==> src/rtl/ov5640_capture.sv <==
// ov5640_capture: OV5640 DVP capture, drops start-up frames, packs byte pairs into RGB565 pixels.
// Latency: 2 pclk from the second byte of a pair at the pins to dip_en/dip_data.
// Backpressure: none; the sensor cannot be stalled, pixels stream out at the DVP byte rate / 2.

module ov5640_capture #(
  parameter int FRAME_SKIP = 10,
  parameter int H_PIXEL    = 640,
  parameter int V_PIXEL    = 480
) (
  input  logic        pclk,
  input  logic        rst_n,
  input  logic        cfg_done,
  input  logic        ov_vsync,
  input  logic        ov_href,
  input  logic [7:0]  ov_data,
  output logic        dip_en,
  output logic [15:0] dip_data,
  output logic        frame_start,
  output logic        line_err,
  output logic        frame_err
);

  typedef enum logic [1:0] {
    S_IDLE   = 2'd0,
    S_SKIP   = 2'd1,
    S_ACTIVE = 2'd2
  } state_t;

  localparam bit          NO_SKIP  = (FRAME_SKIP == 0);
  localparam logic [8:0]  SKIP_TGT = FRAME_SKIP[8:0];
  localparam logic [11:0] H_TGT    = H_PIXEL[11:0];
  localparam logic [10:0] V_TGT    = V_PIXEL[10:0];

  state_t      state_q, state_d;

  logic        vs_r1_q, vs_r2_q;
  logic        href_r1_q, href_r2_q;
  logic [7:0]  data_r1_q;

  logic [7:0]  skip_cnt_q, skip_cnt_d;
  logic        phase_q, phase_d;
  logic [7:0]  hi_q, hi_d;
  logic [11:0] pix_cnt_q, pix_cnt_d;
  logic [10:0] line_cnt_q, line_cnt_d;
  logic [10:0] line_next;

  logic        dip_en_q, dip_en_d;
  logic [15:0] dip_data_q, dip_data_d;
  logic        frame_start_q, frame_start_d;
  logic        line_err_q, line_err_d;
  logic        frame_err_q, frame_err_d;

  logic        vs_rise;
  logic        href_fall;
  logic        skip_hit;
  logic        entry;

  // Register the DVP pins once; vsync and href get a second stage for edge detection.
  always_ff @(posedge pclk or negedge rst_n) begin
    if (!rst_n) begin
      vs_r1_q   <= 1'b0;
      vs_r2_q   <= 1'b0;
      href_r1_q <= 1'b0;
      href_r2_q <= 1'b0;
      data_r1_q <= 8'h00;
    end else begin
      vs_r1_q   <= ov_vsync;
      vs_r2_q   <= vs_r1_q;
      href_r1_q <= ov_href;
      href_r2_q <= href_r1_q;
      data_r1_q <= ov_data;
    end
  end

  assign vs_rise   = vs_r1_q & ~vs_r2_q;
  assign href_fall = href_r2_q & ~href_r1_q;
  assign skip_hit  = (({1'b0, skip_cnt_q} + 9'd1) == SKIP_TGT);
  // The vsync edge that leaves SKIP (or IDLE when nothing is skipped) also opens the first frame.
  assign entry     = cfg_done && vs_rise &&
                     (((state_q == S_IDLE) && NO_SKIP) || ((state_q == S_SKIP) && skip_hit));

  // FSM state register.
  always_ff @(posedge pclk or negedge rst_n) begin
    if (!rst_n) begin
      state_q <= S_IDLE;
    end else begin
      state_q <= state_d;
    end
  end

  // FSM next state: losing cfg_done always returns to IDLE.
  always_comb begin
    state_d = state_q;
    if (!cfg_done) begin
      state_d = S_IDLE;
    end else begin
      case (state_q)
        S_IDLE: begin
          if (NO_SKIP) begin
            if (vs_rise) state_d = S_ACTIVE;
          end else begin
            state_d = S_SKIP;
          end
        end
        S_SKIP:   if (vs_rise && skip_hit) state_d = S_ACTIVE;
        S_ACTIVE: state_d = S_ACTIVE;
        default:  state_d = S_IDLE;
      endcase
    end
  end

  // FSM outputs and datapath: skip counting, byte pairing, line/frame geometry checks.
  always_comb begin
    skip_cnt_d    = skip_cnt_q;
    phase_d       = phase_q;
    hi_d          = hi_q;
    pix_cnt_d     = pix_cnt_q;
    line_cnt_d    = line_cnt_q;
    line_next     = line_cnt_q;
    dip_en_d      = 1'b0;
    dip_data_d    = dip_data_q;
    frame_start_d = 1'b0;
    line_err_d    = 1'b0;
    frame_err_d   = 1'b0;

    if (!cfg_done) begin
      // Gating on the live level also suppresses a pixel whose second byte lands this cycle.
      skip_cnt_d = 8'd0;
      phase_d    = 1'b0;
      pix_cnt_d  = 12'd0;
      line_cnt_d = 11'd0;
    end else if (state_q != S_ACTIVE) begin
      phase_d    = 1'b0;
      pix_cnt_d  = 12'd0;
      line_cnt_d = 11'd0;
      if (state_q == S_IDLE) begin
        skip_cnt_d = 8'd0;
      end else if (vs_rise && (skip_cnt_q != 8'hFF)) begin
        skip_cnt_d = skip_cnt_q + 8'd1;
      end
      if (entry) frame_start_d = 1'b1;
    end else begin
      if (href_r1_q) begin
        phase_d = ~phase_q;
        if (!phase_q) begin
          hi_d = data_r1_q;
        end else begin
          dip_en_d   = 1'b1;
          dip_data_d = {hi_q, data_r1_q};
          if (pix_cnt_q != 12'hFFF) pix_cnt_d = pix_cnt_q + 12'd1;
        end
      end else begin
        // Realign so every line begins on a high byte; an orphan high byte is dropped.
        phase_d = 1'b0;
      end

      if (href_fall) begin
        line_err_d = (pix_cnt_q != H_TGT) || phase_q;
        if (line_cnt_q != 11'h7FF) line_next = line_cnt_q + 11'd1;
        pix_cnt_d = 12'd0;
      end
      line_cnt_d = line_next;

      // Frame check sees the line that may have closed in this same cycle.
      if (vs_rise) begin
        frame_start_d = 1'b1;
        frame_err_d   = (line_next != V_TGT);
        line_cnt_d    = 11'd0;
        pix_cnt_d     = 12'd0;
      end
    end
  end

  // Datapath and output registers.
  always_ff @(posedge pclk or negedge rst_n) begin
    if (!rst_n) begin
      skip_cnt_q    <= 8'd0;
      phase_q       <= 1'b0;
      hi_q          <= 8'h00;
      pix_cnt_q     <= 12'd0;
      line_cnt_q    <= 11'd0;
      dip_en_q      <= 1'b0;
      dip_data_q    <= 16'h0000;
      frame_start_q <= 1'b0;
      line_err_q    <= 1'b0;
      frame_err_q   <= 1'b0;
    end else begin
      skip_cnt_q    <= skip_cnt_d;
      phase_q       <= phase_d;
      hi_q          <= hi_d;
      pix_cnt_q     <= pix_cnt_d;
      line_cnt_q    <= line_cnt_d;
      dip_en_q      <= dip_en_d;
      dip_data_q    <= dip_data_d;
      frame_start_q <= frame_start_d;
      line_err_q    <= line_err_d;
      frame_err_q   <= frame_err_d;
    end
  end

  assign dip_en      = dip_en_q;
  assign dip_data    = dip_data_q;
  assign frame_start = frame_start_q;
  assign line_err    = line_err_q;
  assign frame_err   = frame_err_q;

endmodule
==> config.mk <==
export PLATFORM = sky130hd
export DESIGN_NAME = ov5640_capture
export DESIGN_NICKNAME = d
export VERILOG_FILES = /design/src/rtl/ov5640_capture.sv
export SDC_FILE = /design/constraint.sdc
export NUM_CORES = 1
export LEC_CHECK = 0
export ABC_AREA = 1
export BUFFER_PORTS_ARGS = -buffer_cell sky130_fd_sc_hd__clkbuf_2
export CAP_MARGIN = 5
export CORE_UTILIZATION = 25
export DETAILED_ROUTE_END_ITERATION = 10
export PLACE_DENSITY = 0.4
export SLEW_MARGIN = 30
export SYNTH_ARGS = -nofsm -noshare
export SYNTH_HDL_FRONTEND = slang
export SYNTH_SLANG_ARGS = --single-unit
==> constraint.sdc <==
create_clock -name pclk -period 1.8 [get_ports pclk]
set_input_delay 0.18 -clock pclk [delete_from_list [all_inputs] [get_ports pclk]]
set_output_delay 0.18 -clock pclk [all_outputs]
set_load 0.005 [all_outputs]
-- Yosys cells after proc, flatten, opt, wreduce, memory -nomap -nowiden
Cells that the tools add are included.
- bits in registers: 74
- output and inout bits: 20
- input port bits: 13
- equal/unequal tests: 15
- mux-type cells: 38
- $add $sub $neg: 4
- bitwise operators: 6
- reductions and logical operators: 11
- operators with widths (cell ; number):
    2-to-1 mux 12 bit ; 7
    2-to-1 mux 11 bit ; 7
    2-to-1 mux 8 bit ; 4
    2-to-1 mux 1 bit ; 17
    inequality test 5 x 1 -> 1 bit, second input constant ; 3
    adder 12 x 1 -> 12 bit, second input constant ; 1
    inequality test 12 x 10 -> 1 bit, second input constant ; 1
    inequality test 12 bit, second input constant ; 1
    adder 11 x 1 -> 11 bit, second input constant ; 1
    inequality test 11 bit, second input constant ; 1
    inequality test 11 x 9 -> 1 bit, second input constant ; 1
    adder 8 x 1 -> 9 bit, second input constant ; 1
    == test 9 x 4 -> 1 bit, second input constant ; 1
    adder 8 x 1 -> 8 bit, second input constant ; 1
    inequality test 8 bit, second input constant ; 1
    AND reduction 4 bit ; 2
    case mux 2 bit (3 select lines) ; 1
    logical AND 1 bit ; 5
    2-to-1 mux 2 bit ; 2
    NOT 1 bit ; 4
    inequality test 3 x 1 -> 1 bit, second input constant ; 1
    inequality test 3 x 2 -> 1 bit, second input constant ; 1
    AND reduction 3 bit ; 1
    AND 1 bit ; 2
    7 further kinds ; 7

-- Longest topological paths before layout
Gate-level depths: netlist (run 1).
- depth after elaboration: 9
- mapped depth: 12

-- Worst setup path after synthesis (run 1)
No wires, ideal clock.
- kind: flip-flop to flip-flop
- start: register state_q[0]
- end: register dip_data_q[10] (netlist: dip_data[10])
- buffers on the path: 1
- clock period less this slack: 1.508 ns
- arrival time: 1.384 ns
- slack: 0.292 ns
- stages on the path, launching flop included: 7
- cell sequence: dfrtp_1 inv_1 ha_1 nand2_2 nor2_2 buf_4 mux2_2
- word-level cells in the longest chain between the ends: 3
- ends and longest elaborated chain (item ; RTL line ; source):
    start, declared ; 34 ; state_t state_q, state_d;
    start signal, assigned ; 87 ; state_q <= state_d;
    inequality test 2 bit ; 132 ; end else if (state_q != S_ACTIVE) begin
    NOT 1 bit (no source line) ; n/a ;
    AND reduction 4 bit (no source line) ; n/a ;
    end signal, assigned ; 194 ; dip_data_q <= dip_data_d;
    end, declared ; 48 ; logic [15:0] dip_data_q, dip_data_d;
No other way between the ends.
A chain may end at the register's enable or synchronous reset.

-- Worst setup path after layout (run 1)
- start: register skip_cnt_q[1]
- end: register state_q[0]
- word-level cells in the longest chain between the ends: 4
- ends and longest elaborated chain (item ; RTL line ; source):
    start, declared ; 40 ; logic [7:0] skip_cnt_q, skip_cnt_d;
    start signal, assigned ; 188 ; skip_cnt_q <= skip_cnt_d;
    adder 8 x 1 -> 9 bit ; 77 ; assign skip_hit = (({1'b0, skip_cnt_q} + 9'd1) == SKIP_TGT);
    == test 9 x 4 -> 1 bit ; 77 ;
    logical AND 1 bit ; 105 ; S_SKIP: if (vs_rise && skip_hit) state_d = S_ACTIVE;
    inequality test 3 x 2 -> 1 bit (no source line) ; n/a ;
No other way between the ends.

==> qor.csv, run 1 <==
stage;metric;value;unit
clocking;cts_sinks;74;
sta;worstMarginPinSlew;0.413;ns
sta;grt_setup_unrepaired;false;
cells_and_area;antenna_cells;0;
power;leakage;2.09;nW
die;die_w;120;µm
logic_synthesis;ys_types;38;
logic_synthesis;synthesis.area;0.00347;mm²
cells_and_area;nets;454;
power;power_density;1010;mW/mm²
clocking;clock_path_buffers;2;
critical_path;path_depth;8;
critical_path;reg2reg_to;state_q[0];
grt;grt_util_met1;0.145;
critical_path;critical_path_required;2.04;ns
logic_synthesis;synthCells;372;
critical_path;worst-path-buf-inv;0;
sta;slew_headroom;0.724;
power;net-switching-power;1.26;mW
critical_path;endpoint_kind;flip-flop;
critical_path;path_class;flip-flop to flip-flop;
power;ir_drop;700;µV
critical_path;regToRegStartpoint;skip_cnt_q[1];
cells_and_area;area_delta_synth_final;25.8;%
grt;grt_pass1_vias;2726;
place;place.detailed.hpwl;5.39;mm
critical_path;cp_data_arrival_time;1.89;ns
sta;min_period_over_period;0.915;
power;finalPower;4.40;mW
logic_synthesis;yosys-top-cells-area;dfrtp_1 (53%), nand2_1 (7.7%), inv_1 (4.9%);
drt;drt_wl_total;7.54;mm
die;die_h;120;µm
logic_synthesis;ys.flop_type;dfrtp_1;
cells_and_area;final_core_util;0.326;
cells_and_area;fin_cells;614;
sta;drv_slew;0;
power;combPwrFrac;0.159;
min_path;min_path_type;input pin to flip-flop;
die;die-area;0.0144;mm²
critical_path;slowest_stage;dfrtp_1;
drt;wl_per_cell;12.3;µm
logic_synthesis;yosysWarnings;0;
clocking;clkTransAtPathRegs;0.06;ns
grt;busiest_layer;met2;
min_path;whs_endpoint;phase_q;
grt;use_met2;0.192;
clocking;cts_tree;built;
critical_path;crit_fanout;4;
clocking;htreeDepth;3;
sta;fmax;0.607;GHz
clocking;cts_buffers;9;
grt;gr-usage-all-layers;0.118;
grt;grtUsageMet3;0.0380;
sta;setup_tns;0;ns
clocking;root_buffer;clkbuf_16;
logic_synthesis;avgSynthCellArea;9.34;µm²
die;rows;42;
logic_synthesis;yosysMostFrequentCell;dfrtp_1;
logic_synthesis;synth_common_cells;dfrtp_1 (74), nand2_1 (71), inv_1 (45), nor2_1 (37), nand3_1 (22);
cells_and_area;multi_input_area;0.00144;mm²
logic_synthesis;yosys.area.top_type_share;0.533;
critical_path;rr_worst_depth;8;
cells_and_area;fillCellCount;1418;
sta;hold_slack;0.250;ns
drt;dr.pass1.iters;4;
drt;drc_errors;0;
critical_path;cp_top_family;simple AND/OR/NAND/NOR gates;
die;start_util;0.259;
critical_path;worst_path_largest_cell_delay;0.40;ns
grt;grt_max_degree;34;
clocking;clk_latency;0.34;ns
grt;grt_antenna_before_repair;0;
die;core_area;0.0134;mm²
critical_path;cp_common_cell;nand3_1;
place;gp_congestion;0.761;
logic_synthesis;ys_seq_area_frac;0.533;
place;dpl.cell_count;583;
min_path;hp-start;cfg_done;
sta;fin_skew;0.00554;ns
critical_path;worstSetupStartpointType;flip-flop;
sta;hold_viol;0;
logic_synthesis;ys_async_sr_fraction;1.00;
grt;grt_pass1_wl;13.2;mm
flow_run;maxCapViolCount;0;
drt;drt.antenna.violating_nets;0;
logic_synthesis;syn-num-nets;393;
power;seqPwrFrac;0.448;
critical_path;reg2reg_slack;0.15;ns
critical_path;crit_chain;ha_1, xnor2_1, nand3_1, nor2_1, nand3_1, o21bai_2, nand2_1, o21ai_0;
logic_synthesis;synth_seq_cells;74;
cells_and_area;drive_gt1_frac;0.256;
die;pin_count;33;
cells_and_area;regArea;0.00185;mm²
power;p_int;3.14;mW
sta;min_period;1.65;ns
min_path;worstHoldPathCells;3;
power;swShare;0.287;
drt;dr.first_iter.drc_count;128;
grt;grt_overflow;0;
status;outcome;finished, final reports clean;
place;port_buffers;32;
power;clock_power_share;0.393;
sta;setup_viol;0;
drt;via_per_inst;4.28;
logic_synthesis;synth-edff-count;0;
drt;vias;2630;
logic_synthesis;synth.largest_area_cell;dfrtp_1;
## routing by layer
layer,part of all wire,wire length [µm]
met5,0,0
met4,0.015,116
met3,0.046,349
met2,0.48,3580
met1,0.46,3490
## flip-flops by register name, indices dropped and copies added (netlist names)
name / count
dip_data: 16
vs_r2_q: 1
frame_start: 1
vs_r1_q: 1
frame_err: 1
hi_q: 8
pix_cnt_q: 12
data_r1_q: 8
href_r1_q: 1
state_q: 2
line_err: 1
skip_cnt_q: 8
href_r2_q: 1
dip_en: 1
line_cnt_q: 11
phase_q: 1
## cell families after synthesis
| logic type | Yosys count | synth area share |
|---|---|---|
| flops | 74 | 0.533 |
| buf+inv | 57 | 0.0634 |
| simple gates | 168 | 0.237 |
| xor+xnor | 9 | 0.0227 |
| mux | 12 | 0.0385 |
| fa+ha+maj | 8 | 0.0288 |
| compound gates | 44 | 0.0767 |
## worst max-delay path by stage
stage,startpoint,to
after floorplan,state_q[0],dip_data[10]
after detailed placement,line_cnt_q[0],frame_err
after global routing,skip_cnt_q[1],state_q[0]
after CTS,line_cnt_q[0],frame_err
after global placement,line_cnt_q[0],frame_err
final,skip_cnt_q[1],state_q[0]
## area by class of cell
cell class / count / share of cell area
flip-flops and latches: 74 / 0.424
repair buffers: 53 / 0.0853
well taps: 176 / 0.0504
clock buffers: 10 / 0.0547
multi-input cells: 241 / 0.328
inverters: 54 / 0.0464
clock inverters: 6 / 0.0112
## power by group through the flow
| stage | combinational [mW] | clock [mW] | sequential [mW] |
|---|---|---|---|
| after detailed placement | 0.693 | 0 | 2.00 |
| after global routing | 0.806 | 1.86 | 1.99 |
| after floorplan | 0.422 | 0 | 1.99 |
| after global placement | 0.681 | 0 | 2.00 |
| after CTS | 0.714 | 1.80 | 1.97 |
| final | 0.700 | 1.73 | 1.97 |
## per-stage QoR
step / area (µm²) / worst slack (ns)
after floorplan: 3470 / 0.292
after global placement: 3910 / 0.000685
after detailed placement: 3910 / 0.0338
after CTS: 4310 / 0.0245
after global routing: 4370 / 0.00191
final: 4370 / 0.154
## layout by cell type, fill, tap and decap left out, drive strengths merged
cell type / instances
o22ai: 4
nor2: 45
dlygate4sd3: 11
buf: 11
a211oi: 1
o311ai: 1
dfrtp: 74
mux2i: 1
nand3: 26
xnor2: 3
xor2: 6
clkinvlp: 3
clkinv: 2
nand2: 80
o21bai: 2
o31ai: 1
nor3: 3
nand3b: 3
ha: 8
mux2: 11
nor4: 1
or2: 3
inv: 55
clkbuf: 41
a21oi: 13
nand4: 7
o21ai: 21
a31oi: 1
## timing repair
item                                    CTS  global route
hold buffers                             11             0
gates resized for setup                   0             7
setup buffers                             0             4
endpoints found under the setup margin    0             1
hold endpoints to repair                 34             0
## tightest hold or removal path, cell delays in order
cell	delay, ns
clkbuf_2	0.14
nand2_2	0.15
nor3_4	0.08
(Power assumes the default switching activity.)
==> run 2, diff against run 1 <==
CORE_UTILIZATION = 50   (was 25)
PLACE_DENSITY = 0.69   (was 0.4)
==> run 2 against run 1 <==
Net effect: power fell by 9.7%; core utilization rose by 28 points; critical path depth did not move; die area fell by 49%; clock power fell by 22%; routed wire length fell by 17%; highest routed layer unchanged; global-route usage rose by 7.5 points; sequential cell count did not move; count of clock-buffer cells in the layout fell by 1; worst hold slack got worse by 0.043 ns.
==> qor.csv, run 2 (synthesis results as in run 1) <==
stage;metric;value;unit;change
critical_path;critical_path_required;2.07;ns;was 2.04 ns
drt;vias;2555;;was 2,630
clocking;clk_latency;0.35;ns;was 0.34 ns
drt;dr.first_iter.drc_count;90;;was 128
clocking;cts_buffers;9;;unchanged
clocking;root_buffer;clkbuf_8;;was clkbuf_16
die;die_w;85.4;µm;was 120 µm
die;die-area;0.00729;mm²;was 0.0144 mm²
clocking;cts_sinks;74;;unchanged
critical_path;crit_chain;ha_1, nand3_2, nor2_2, nand2_1, o21ai_2, a21oi_4, nand2_2, o21ai_1;;was ha_1, xnor2_1, nand3_1, nor2_1, nand3_1, o21bai_2, nand2_1, o21ai_0
critical_path;endpoint_kind;flip-flop;;unchanged
grt;grt_antenna_before_repair;0;;unchanged
flow_run;maxCapViolCount;0;;unchanged
grt;grt_overflow;0;;unchanged
critical_path;crit_fanout;8;;was 4
place;place.detailed.hpwl;4.35;mm;was 5.39 mm
sta;fin_skew;0.0132;ns;was 0.00554 ns
drt;drt.antenna.violating_nets;0;;unchanged
clocking;clock_path_buffers;2;;unchanged
cells_and_area;antenna_cells;0;;unchanged
sta;setup_viol;0;;unchanged
power;leakage;2.01;nW;was 2.09 nW
critical_path;cp_top_family;compound AO/OA/AOI/OAI gates;;was simple AND/OR/NAND/NOR gates
cells_and_area;area_delta_synth_final;17.6;%;was 25.8%
cells_and_area;drive_gt1_frac;0.233;;was 0.256
sta;worstMarginPinSlew;0.483;ns;was 0.413 ns
min_path;min_path_type;input pin to flip-flop;;unchanged
cells_and_area;final_common_cell;dfrtp_1;;unchanged
place;gp_congestion;0.865;;was 0.761
place;port_buffers;32;;unchanged
critical_path;worst_path_largest_cell_delay;0.44;ns;was 0.40 ns
die;pin_count;33;;unchanged
critical_path;worstSetupStartpointType;flip-flop;;unchanged
sta;min_period_over_period;0.918;;was 0.915
grt;grt_pass1_vias;2480;;was 2,726
sta;hold_viol;0;;unchanged
critical_path;slowest_stage;dfrtp_1;;unchanged
sta;setup_tns;0;ns;unchanged
die;die_h;85.4;µm;was 120 µm
cells_and_area;final_core_util;0.605;;was 0.326
clocking;htreeDepth;3;;unchanged
sta;slew_headroom;0.678;;was 0.724
die;core_area;0.00676;mm²;was 0.0134 mm²
cells_and_area;fin_area;0.00409;mm²;was 0.00437 mm²
power;power_density;972;mW/mm²;was 1010 mW/mm²
place;place_area;0.00376;mm²;was 0.00391 mm²
cells_and_area;largest_reg_flops;16;;unchanged
die;rows;30;;was 42
power;ir_drop;596;µV;was 700 µV
clocking;post-cts-setup-buffers;0;;unchanged
critical_path;worst-path-buf-inv;0;;unchanged
critical_path;cp_data_arrival_time;1.92;ns;was 1.89 ns
clocking;clkTransAtPathRegs;0.09;ns;was 0.06 ns
sta;drv_slew;0;;unchanged
power;finalPower;3.97;mW;was 4.40 mW
sta;grt_setup_unrepaired;true;;was false
critical_path;path_class;flip-flop to flip-flop;;unchanged
clocking;cts_tree;built;;unchanged
sta;fmax;0.605;GHz;was 0.607 GHz
drt;drt_wl_total;6.28;mm;was 7.54 mm
sta;min_period;1.65;ns;about the same
grt;gr-usage-all-layers;0.193;;was 0.118
grt;grt_pass1_wl;10.9;mm;was 13.2 mm
drt;wl_per_cell;12.3;µm;about the same
drt;dr.pass1.iters;4;;unchanged
status;outcome;finished, final reports clean;;unchanged
sta;hold_slack;0.207;ns;was 0.250 ns
cells_and_area;nets;446;;was 454
cells_and_area;mostFrequentLayoutCells;dfrtp_1 (74), nand2_1 (71), inv_1 (45), nor2_1 (37), clkbuf_2 (31);;was dfrtp_1 (74), nand2_1 (69), inv_1 (45), nor2_1 (37), clkbuf_2 (31)
die;start_util;0.514;;was 0.259
grt;grt_max_degree;39;;was 34
drt;drc_errors;0;;unchanged
drt;via_per_inst;5.01;;was 4.28
==> run 2: routing by layer <==
layer / part of all wire / wire [µm] / vias up / track usage
met2: 0.46 / 2900 / 33 / 0.306
met4: 0.012 / 73 / 0 / 0.0742
met1: 0.50 / 3140 / 1215 / 0.252
met3: 0.026 / 163 / 7 / 0.0545
met5: 0 / 0 / - / 0
li1: - / - / 1300 / -
==> run 2: repair_timing <==
item / 4_1_cts / 5_1_grt
hold buffers: 11 / 0
hold endpoints to repair: 46 / 0
endpoints found under the setup margin: 0 / 3
gates resized for setup: 0 / 2
==> run 2: per-stage QoR <==
step                      setup WS, ns  instances
after global placement           0.195        483
after global routing         -0.000494        510
final                            0.148        510
after floorplan                  0.292        372
after detailed placement         0.155        483
after CTS                        0.119        510
==> run 2: report_power, final <==
part,total [mW],switching (mW),internal [mW]
sequential,1.98,0.121,1.86
clock,1.35,0.688,0.662
combinational,0.640,0.381,0.259
total,3.97,1.19,2.78
==> run 2: cell type report <==
cell class,instances,area (µm²)
fill,543,2670
tap,80,100
inverter,54,203
clock inverter,7,81.3
clock buffer,9,124
sequential,74,1850
multi-input combinational,241,1410
timing repair buffer,45,313
==> run 2: path summary, 6_finish.rpt <==
path,startpoint,to,slack [ns],cells past startpoint
hold reg to reg,vs_r1_q,vs_r2_q,0.37,0
min in group asynchronous,rst_n,skip_cnt_q[3],0.33,2
hold / removal,cfg_done,state_q[1],0.21,5
max in group asynchronous,rst_n,pix_cnt_q[6],0.91,3
setup reg to reg,skip_cnt_q[0],skip_cnt_q[0],0.15,8
setup / recovery,skip_cnt_q[0],skip_cnt_q[0],0.15,8
==> run 2: worst min-delay path: stages <==
cell and delay, ns:
clkbuf_2 0.13, nand2_1 0.06, inv_1 0.05, nand2_1 0.04
o21ai_0 0.05
